[src/rtl/dispatch_queue.sv]
// -----------------------------------------------------------------------------
// dispatch_queue
//
// In-order queue of decoded instructions. It sits between the decode stage and
// the functional-unit reservation stations. Each cycle it accepts one decoded
// op and buffers up to DEPTH entries. The head entry is offered to the ALU, BU,
// load (DUL) or store (DUS) station, chosen by the class field in aluop[8:6].
//
// Class encoding of aluop[8:6]:
//   3'd1 ALU, 3'd2 BU, 3'd3 DUL (load), 3'd4 DUS (store).
//   Any other value is an unknown class. Such an entry is dropped at the head
//   and pulses 'illegal'.
//
// Ports
//   clk, rst_n             clock and asynchronous active-low reset
//   flush                  synchronous clear of all queued entries
//   in_valid / in_ready    enqueue handshake; in_ready depends only on occupancy
//   in_aluop .. in_imm     decoded op payload
//   <u>_valid / <u>_ready  dispatch handshake per unit (alu, bu, dul, dus)
//   out_aluop .. out_imm   head payload, shared by all units
//   illegal                head had an unknown class and is discarded this cycle
//   count                  current occupancy, 0..DEPTH
// -----------------------------------------------------------------------------
module dispatch_queue #(
    parameter int DEPTH  = 8,
    parameter int DATA_W = 32
) (
    input  logic                     clk,
    input  logic                     rst_n,
    input  logic                     flush,
    input  logic                     in_valid,
    output logic                     in_ready,
    input  logic [8:0]               in_aluop,
    input  logic                     in_regw,
    input  logic [4:0]               in_rsrc1,
    input  logic [4:0]               in_rsrc2,
    input  logic [4:0]               in_rdst,
    input  logic [DATA_W-1:0]        in_imm,
    output logic                     alu_valid,
    input  logic                     alu_ready,
    output logic                     bu_valid,
    input  logic                     bu_ready,
    output logic                     dul_valid,
    input  logic                     dul_ready,
    output logic                     dus_valid,
    input  logic                     dus_ready,
    output logic [8:0]               out_aluop,
    output logic                     out_regw,
    output logic [4:0]               out_rsrc1,
    output logic [4:0]               out_rsrc2,
    output logic [4:0]               out_rdst,
    output logic [DATA_W-1:0]        out_imm,
    output logic                     illegal,
    output logic [$clog2(DEPTH):0]   count
);

    localparam int PTR_W = $clog2(DEPTH);
    localparam int CNT_W = PTR_W + 1;

    localparam logic [2:0] CLASS_ALU = 3'd1;
    localparam logic [2:0] CLASS_BU  = 3'd2;
    localparam logic [2:0] CLASS_DUL = 3'd3;
    localparam logic [2:0] CLASS_DUS = 3'd4;

    typedef struct packed {
        logic [8:0]        aluop;
        logic              regw;
        logic [4:0]        rsrc1;
        logic [4:0]        rsrc2;
        logic [4:0]        rdst;
        logic [DATA_W-1:0] imm;
    } entry_t;

    entry_t             mem_q [DEPTH];
    logic [PTR_W-1:0]   rd_ptr_q, rd_ptr_d;
    logic [PTR_W-1:0]   wr_ptr_q, wr_ptr_d;
    logic [CNT_W-1:0]   count_q,  count_d;

    entry_t             head;
    entry_t             in_entry;
    logic               not_empty;
    logic               enq;
    logic               retire;

    // Head decode and handshakes. Everything here comes from registered state
    // and the downstream ready inputs. No in_* signal reaches an output.
    // NOTE: every signal assigned in an always_comb gets a default first, so
    // no path leaves it unassigned and no latch is inferred.
    always_comb begin
        head      = mem_q[rd_ptr_q];
        not_empty = (count_q != '0);

        alu_valid = not_empty && (head.aluop[8:6] == CLASS_ALU);
        bu_valid  = not_empty && (head.aluop[8:6] == CLASS_BU);
        dul_valid = not_empty && (head.aluop[8:6] == CLASS_DUL);
        dus_valid = not_empty && (head.aluop[8:6] == CLASS_DUS);

        // An unknown class retires on its own in the same cycle it reaches the head.
        illegal   = not_empty && !(alu_valid || bu_valid || dul_valid || dus_valid);

        retire    = (alu_valid && alu_ready) || (bu_valid  && bu_ready)  ||
                    (dul_valid && dul_ready) || (dus_valid && dus_ready) ||
                    illegal;

        // A full queue refuses input even when the head leaves this cycle.
        // This keeps in_ready free of any path from the downstream readies.
        in_ready  = (count_q != CNT_W'(DEPTH));
        enq       = in_valid && in_ready && !flush;

        out_aluop = head.aluop;
        out_regw  = head.regw;
        out_rsrc1 = head.rsrc1;
        out_rsrc2 = head.rsrc2;
        out_rdst  = head.rdst;
        out_imm   = head.imm;
        count     = count_q;
    end

    // Next-state for the pointers and the occupancy count.
    always_comb begin
        in_entry = '{aluop: in_aluop, regw: in_regw, rsrc1: in_rsrc1,
                     rsrc2: in_rsrc2, rdst: in_rdst, imm: in_imm};
        rd_ptr_d = rd_ptr_q;
        wr_ptr_d = wr_ptr_q;
        count_d  = count_q;

        if (flush) begin
            rd_ptr_d = '0;
            wr_ptr_d = '0;
            count_d  = '0;
        end else begin
            // DEPTH is a power of two, so the pointers wrap at the natural
            // overflow of their width.
            rd_ptr_d = rd_ptr_q + PTR_W'(retire);
            wr_ptr_d = wr_ptr_q + PTR_W'(enq);
            case ({enq, retire})
                2'b10:   count_d = count_q + 1'b1;
                2'b01:   count_d = count_q - 1'b1;
                default: count_d = count_q;
            endcase
        end
    end

    // NOTE: sequential state uses non-blocking assignments. All flops then
    // update together at the edge, whatever order the blocks are evaluated in.
    always_ff @(posedge clk or negedge rst_n) begin
        if (!rst_n) begin
            rd_ptr_q <= '0;
            wr_ptr_q <= '0;
            count_q  <= '0;
        end else begin
            rd_ptr_q <= rd_ptr_d;
            wr_ptr_q <= wr_ptr_d;
            count_q  <= count_d;
        end
    end

    // NOTE: the entry storage is deliberately not reset. Nothing reads a slot
    // before it is written, because all *_valid outputs are gated by count.
    // Leaving it unreset lets the storage map onto plain RAM or flops without
    // a reset net.
    always_ff @(posedge clk) begin
        if (enq) begin
            mem_q[wr_ptr_q] <= in_entry;
        end
    end

endmodule

[config.mk]
export PLATFORM = sky130hd
export DESIGN_NAME = dispatch_queue
export DESIGN_NICKNAME = d
export VERILOG_FILES = /design/src/rtl/dispatch_queue.sv
export SDC_FILE = /design/constraint.sdc
export NUM_CORES = 1
export LEC_CHECK = 0
export ABC_CLOCK_PERIOD_IN_PS = 6800
export BUFFER_PORTS_ARGS = -buffer_cell sky130_fd_sc_hd__buf_2
export CORE_MARGIN = 1.5
export CORE_UTILIZATION = 54
export DETAILED_ROUTE_END_ITERATION = 16
export PLACE_DENSITY = 0.73
export SYNTH_ARGS = -nofsm -noshare
export SYNTH_HDL_FRONTEND = slang
export SYNTH_SLANG_ARGS = --single-unit
[constraint.sdc]
create_clock -name clk -period 6.8 [get_ports clk]
set_input_delay 0.68 -clock clk [delete_from_list [all_inputs] [get_ports clk]]
set_output_delay 0.68 -clock clk [all_outputs]
set_load 0.05 [all_outputs]
### Word level (Yosys, flattened, before mapping)

Memories as Yosys holds them, arrays and structs flattened.
Index checks and enable logic that the tools add are counted.

| operators by class | value |
|---|---|
| add/sub/neg operators | 4 |
| equality and inequality tests | 7 |
| muxes and demuxes | 6 |
| reduce and logical (&&, ||, !) cells | 22 |

Operator list:

| operator | number |
|---|---|
| $logic_and A1 B1 Y1 | 11 |
| $pmux W4 S2 | 1 |
| $logic_or A1 B1 Y1 | 7 |
| $add A3 B1 Y3 | 2 |
| $eq A3 B2 Y1 const B | 2 |
| $mux W3 | 2 |
| $add A4 B1 Y4 const B | 1 |
| $mux W4 | 1 |
| $ne A4 B4 Y1 const B | 1 |
| $reduce_bool A4 Y1 | 1 |
| $sub A4 B1 Y4 const B | 1 |
| $eq A3 B1 Y1 const B | 1 |
| $eq A3 B3 Y1 const B | 1 |
| $reduce_bool A3 Y1 | 1 |
| $eq A2 B1 Y1 const B | 1 |
| $eq A2 B2 Y1 const B | 1 |
| $logic_not A1 Y1 | 2 |
| $mux W1 | 2 |

| word-level totals | value |
|---|---|
| register bits after elaboration | 10 |
| bits in writable memories | 456 |
| bits of input ports | 65 |
| word-level logic and storage cells | 43 |
| memories | 1 |

Memories:

| memory | depth | bits a word | rd ports | clocked after Yosys merged registers in | write ports | line | source |
|---|---|---|---|---|---|---|---|
| mem_q | 8 | 57 | 1 | 0 | 1 | 74 | `entry_t mem_q [DEPTH];` |

### Longest topological paths before layout

An unclocked memory read counts as a cell.

| logic depth | value |
|---|---|
| word-level depth | 12 |
| depth in mapped cells | 15 |
| mapped depth without buffers | 13 |

### Worst setup path after synthesis

OpenSTA, ideal clock, no wires.

| path | value |
|---|---|
| path kind | register -> register |
| from | register count_q[1], in the netlist count[1] |
| to | memory mem_q[0][0] (netlist name) (enable) |
| setup time | 0.542 ns |
| arrival | 5.756 ns |
| slack | 0.502 ns |
| cell stages (with the launch flop) | 6 |
| path buffers | 0 |
| period minus slack after synthesis | 6.298 ns |
| cells stage by stage | dfrtp_1 nor3_1 nand2_1 nand2_1 or3_1 nor3_1 |

| between the ends | value |
|---|---|
| longest elaborated chain between the ends | 5 |

RTL lines:

| element | line | source |
|---|---|---|
| start: declaration | 77 | `logic [CNT_W-1:0] count_q, count_d;` |
| start signal: assignment | 154 | `count_q <= count_d;` |
| $ne A4 B4 Y1 | 107 | `in_ready = (count_q != CNT_W'(DEPTH));` |
| named net in_ready | 32 | `output logic in_ready,` |
| $logic_and A1 B1 Y1 (2 in a row) | 108 | `enq = in_valid && in_ready && !flush;` |
| $mux W1 | 163 | `if (enq) begin` |
| $mux W1 (implied by the code) | 164 | `mem_q[wr_ptr_q] <= in_entry;` |
| end: declaration | 74 |  |

The timed path passes the listed nets, and every way through them passes these cells.

### Worst setup path after layout

| path | value |
|---|---|
| from | register rd_ptr_q[1] |
| to | output out_imm[15] |

| between the ends | value |
|---|---|
| longest elaborated chain between the ends | 1 |

RTL lines:

| element | line | source |
|---|---|---|
| start: declaration | 75 | `logic [PTR_W-1:0] rd_ptr_q, rd_ptr_d;` |
| start signal: assignment | 152 | `rd_ptr_q <= rd_ptr_d;` |
| $mem_v2 Z8 W57 | - |  |
| end: declaration | 52 | `output logic [DATA_W-1:0] out_imm,` |

No other way between the ends.

==> reports/qor.txt <==
PLACE
-------------------------------------------------------------------------------------------------
Input/output buffers ...............................................................          131
Post-Place Cell Area ...............................................................   0.0190 mm2
Detail Placement HPWL ..............................................................      17.4 mm
Weighted congestion at the end of routability-driven global placement ..............        0.722

LOGIC SYNTHESIS
-------------------------------------------------------------------------------------------------
Synthesized instance count .........................................................          746
Share of synthesized registers carrying an async set or reset ......................        2.15%
Number of distinct library cell variants in the gate-level netlist after synthesis .           32
Synth Register Bits ................................................................          466
Net count of the mapped netlist ....................................................          818
Number of synthesized flops with an enable pin .....................................          456
Area of the mapped netlist .........................................................   0.0178 mm2
Share of the yosys chip area belonging to registers ................................        78.3%
Top_reg_cell synth ................................................................. sky130_fd_sc_hd__edfxtp_1
Syn avg cell area ..................................................................     23.9 um2
Synthesis Warnings .................................................................            0

WORST SETUP PATH
-------------------------------------------------------------------------------------------------
Kind of launch point of the worst setup path .......................................    flip-flop
Biggest cell delay along the critical path .........................................      0.98 ns
R2R setup slack ....................................................................      2.97 ns
Logic depth of the worst setup path including buffers ..............................            4
RR Endpoint ........................................................................     count[3]
Class of the most critical setup path ..............................................   reg -> out
Cell count of the worst reg-to-reg path ............................................           13
Nature of the critical path endpoint ...............................................   output pin
Crit-path cells .................................................................... buf_4 -> mux4_2 -> mux2_2 -> buf_2
Buffering stage count on the worst path with inverters included ....................            2
Data required, critical path .......................................................      6.12 ns
Data arrival time of the critical path .............................................      3.33 ns
Reg2Reg Launch Point ...............................................................  rd_ptr_q[1]
Highest net fanout along the worst path ............................................           59
Cell at the slowest stage of the critical path ..................................... sky130_fd_sc_hd__dfrtp_4
Gate family responsible for the most delay along the worst path .................... buffers and inverters

TIMING
-------------------------------------------------------------------------------------------------
Transition time at the pin with the least slew margin ..............................      1.08 ns
Fin. max-slew vios .................................................................            0
Number of failing hold endpoints at the final stage ................................            0
Worst Clk Skew .....................................................................   0.00636 ns
Final worst path period need .......................................................      4.01 ns
Sum Neg Setup Slack ................................................................         0 ns
Setup violators final ..............................................................            0
Share of the clock period used by the worst path ...................................        59.0%
RSZ-0062 raised after global routing ...............................................           no
Upper clock frequency limit ........................................................      249 MHz
Worst slew margin relative to its limit ............................................        28.0%

DETAILED ROUTING
-------------------------------------------------------------------------------------------------
1st-pass router iterations .........................................................            4
DR vias/cell .......................................................................         5.75
Final wirelength ...................................................................      32.7 mm
Number of routed nets with antenna violations ......................................            0
Violation count after the first detailed-route iteration ...........................          626
DRC violation count after routing ..................................................            0
Routed len/inst ....................................................................      23.7 um
Overall via count from detail_route ................................................         7949

RUN
-------------------------------------------------------------------------------------------------
Reported max-cap violation count ...................................................            0

CLOCKING
-------------------------------------------------------------------------------------------------
# Post-CTS Setup Buffers ...........................................................            0
Post-CTS resize count ..............................................................            0
Number of buffers created by CTS ...................................................           46
Clock tree root driver cell ........................................................ sky130_fd_sc_hd__clkbuf_16
Clock edge transition at the registers on the reported setup and hold paths ........      0.06 ns
Insertion delay of the later-clocked pin in the worst-skew pair ....................      0.54 ns
Count of clock tree sinks ..........................................................          466
Clock tree from TritonCTS ..........................................................        built
Count of H-tree levels built during CTS ............................................            2
CTS max path bufs ..................................................................            3

GRT
-------------------------------------------------------------------------------------------------
Vias in the first global route .....................................................         8401
Global route overflow ..............................................................            0
First-pass GRT wire length .........................................................      49.9 mm
Maximum number of pins on one net before global-route repair .......................           60
GRT Resource Usage Total ...........................................................        20.0%
Initial antenna violation count ....................................................            5

MIN PATH
-------------------------------------------------------------------------------------------------
Hold Path Origin ...................................................................  in_rsrc2[2]
Hold Path Sink ..................................................................... mem_q[5][39]
Min-Delay Path Depth ...............................................................            1
Min-delay worst type ...............................................................    in -> reg

DIE
-------------------------------------------------------------------------------------------------
Placement row count ................................................................           66
Height of the die ..................................................................       185 um
Effective utilization at floorplan .................................................        54.8%
Die W ..............................................................................       185 um
Core outline area ..................................................................   0.0325 mm2
DIE AREA ...........................................................................   0.0341 mm2
Total I/O pin count ................................................................          132

FINISH
-------------------------------------------------------------------------------------------------
Area overhead of the layout relative to synthesis ..................................        14.5%
Filler Cells Inserted ..............................................................         2261
Total number of nets in the final design ...........................................          977
Proportion of layout cells with a drive suffix above 1 .............................        41.3%
Finished Cell Area .................................................................   0.0204 mm2

POWER
-------------------------------------------------------------------------------------------------
Overall power ......................................................................      7530 uW
Static power due to leakage ........................................................   0.00654 uW
Worst ir drop on vdd ...............................................................     0.311 mV
Power density of the placed cells ..................................................   369 mW/mm2

STATUS
-------------------------------------------------------------------------------------------------
Run status ......................................................................... finished, final reports clean

## layer usage
layer / wire (um) / GRT usage (%) / vias up
li1: - / - / 3480
met1: 13900 / 27.9 / 4196
met5: 40 / 0 / -
met2: 16200 / 32.8 / 218
met3: 1980 / 4.25 / 49
met4: 545 / 4.78 / 6
## worst register-to-register path, cell delays in order (launching register included)
cell,delay [ns]
sky130_fd_sc_hd__dfrtp_4,0.98
sky130_fd_sc_hd__mux4_2,0.43
sky130_fd_sc_hd__mux2i_2,0.32
sky130_fd_sc_hd__inv_2,0.12
sky130_fd_sc_hd__a211oi_2,0.21
sky130_fd_sc_hd__nor3_1,0.10
sky130_fd_sc_hd__a21oi_4,0.24
sky130_fd_sc_hd__nor2_1,0.13
sky130_fd_sc_hd__ha_1,0.29
sky130_fd_sc_hd__a21o_1,0.17
sky130_fd_sc_hd__a21oi_1,0.16
sky130_fd_sc_hd__nor2_1,0.06
sky130_fd_sc_hd__mux2i_1,0.17
sky130_fd_sc_hd__mux2_1,0.33
## final cells by class
type,instances,area [um2],area share [%]
antenna,2,5.00,0.0245
clock buffer,70,1280,6.29
clock inverter,11,52.6,0.258
inverter,4,15.0,0.0736
multi-input combinational,242,3770,18.5
sequential,466,14000,68.4
tap,442,553,2.71
timing repair buffer,145,763,3.74
## power by group
group          switching (uW)  internal (uW)  total, uW
Clock                     968           1290       2260
Sequential                105           3230       3330
Combinational            1180            747       1930
## flip-flops by register name, indices dropped and copies added, names as in the netlist
| name | count |
|---|---|
| count | 4 |
| wr_ptr_q | 3 |
| mem_q | 456 |
| rd_ptr_q | 3 |
## cells in the mapped netlist (2+ instances only)
master | number | area [um2]
sky130_fd_sc_hd__a21oi_1 | 3 | 15.0
sky130_fd_sc_hd__buf_1 | 9 | 33.8
sky130_fd_sc_hd__clkbuf_1 | 22 | 82.6
sky130_fd_sc_hd__dfrtp_1 | 10 | 250
sky130_fd_sc_hd__edfxtp_1 | 456 | 13700
sky130_fd_sc_hd__ha_1 | 6 | 75.1
sky130_fd_sc_hd__inv_2 | 4 | 15.0
sky130_fd_sc_hd__mux2_1 | 3 | 33.8
sky130_fd_sc_hd__mux2_2 | 54 | 608
sky130_fd_sc_hd__mux2i_1 | 2 | 20.0
sky130_fd_sc_hd__mux2i_4 | 2 | 45.0
sky130_fd_sc_hd__mux4_2 | 114 | 2570
sky130_fd_sc_hd__nand2_1 | 7 | 26.3
sky130_fd_sc_hd__nand2b_1 | 5 | 31.3
sky130_fd_sc_hd__nand3_1 | 2 | 10.0
sky130_fd_sc_hd__nor2_1 | 16 | 60.1
sky130_fd_sc_hd__nor2b_1 | 7 | 43.8
sky130_fd_sc_hd__nor3_1 | 7 | 35.0
sky130_fd_sc_hd__nor4_1 | 2 | 12.5
sky130_fd_sc_hd__xnor2_1 | 3 | 26.3
## cells by family after synthesis
group                      count (synthesis)  synth area share, %
DFF                                      466                 78.3
AOI/OAI and AO/OA                          6                0.288
adders and majority gates                  7                0.534
and+or+nand+nor                           49                 1.36
muxes                                    176                 18.5
xor gates and xnor gates                   4                0.239
buffers and inverters                     38                0.871
## timing repair
| action | CTS | global route |
|---|---|---|
| hold endpoints to repair | 10 | 0 |
| setup endpoints to repair | 0 | 0 |
| hold buffers | 1 | 0 |
## worst max path at each step
stage	startpoint	to	slack (ns)
final	rd_ptr_q[1]	out_imm[15]	2.79
after global placement	rd_ptr_q[1]	count[3]	3.00
after detailed placement	rd_ptr_q[1]	count[3]	2.93
after floorplan	count[1]	mem_q[0][0]	0.50
after CTS	rd_ptr_q[0]	out_imm[26]	2.66
after global routing	rd_ptr_q[0]	out_imm[26]	2.51
## per-stage QoR
step / setup WS, ns / util [%] / hold slack, ns / std cells
floorplan: 0.502 / - / 0.384 / 746
CTS: 2.66 / 62.7 / 0.381 / 1380
global placement: 3.00 / 58.5 / 0.554 / 1298
finish: 2.79 / 62.7 / 0.401 / 1382
global route: 2.51 / 62.7 / 0.395 / 1380
detailed placement: 2.93 / 58.5 / 0.553 / 1298
## cell usage in the layout, fill, tap and decap left out, drive strengths merged, types with 6 or more instances in the layout
| cell | instances |
|---|---|
| buf | 144 |
| nor3 | 8 |
| clkbuf | 70 |
| clkinv | 9 |
| nand2 | 7 |
| nor2b | 7 |
| mux2 | 57 |
| nor2 | 16 |
| edfxtp | 456 |
| mux4 | 114 |
| ha | 6 |
| dfrtp | 10 |
(Power assumes the default switching activity.)
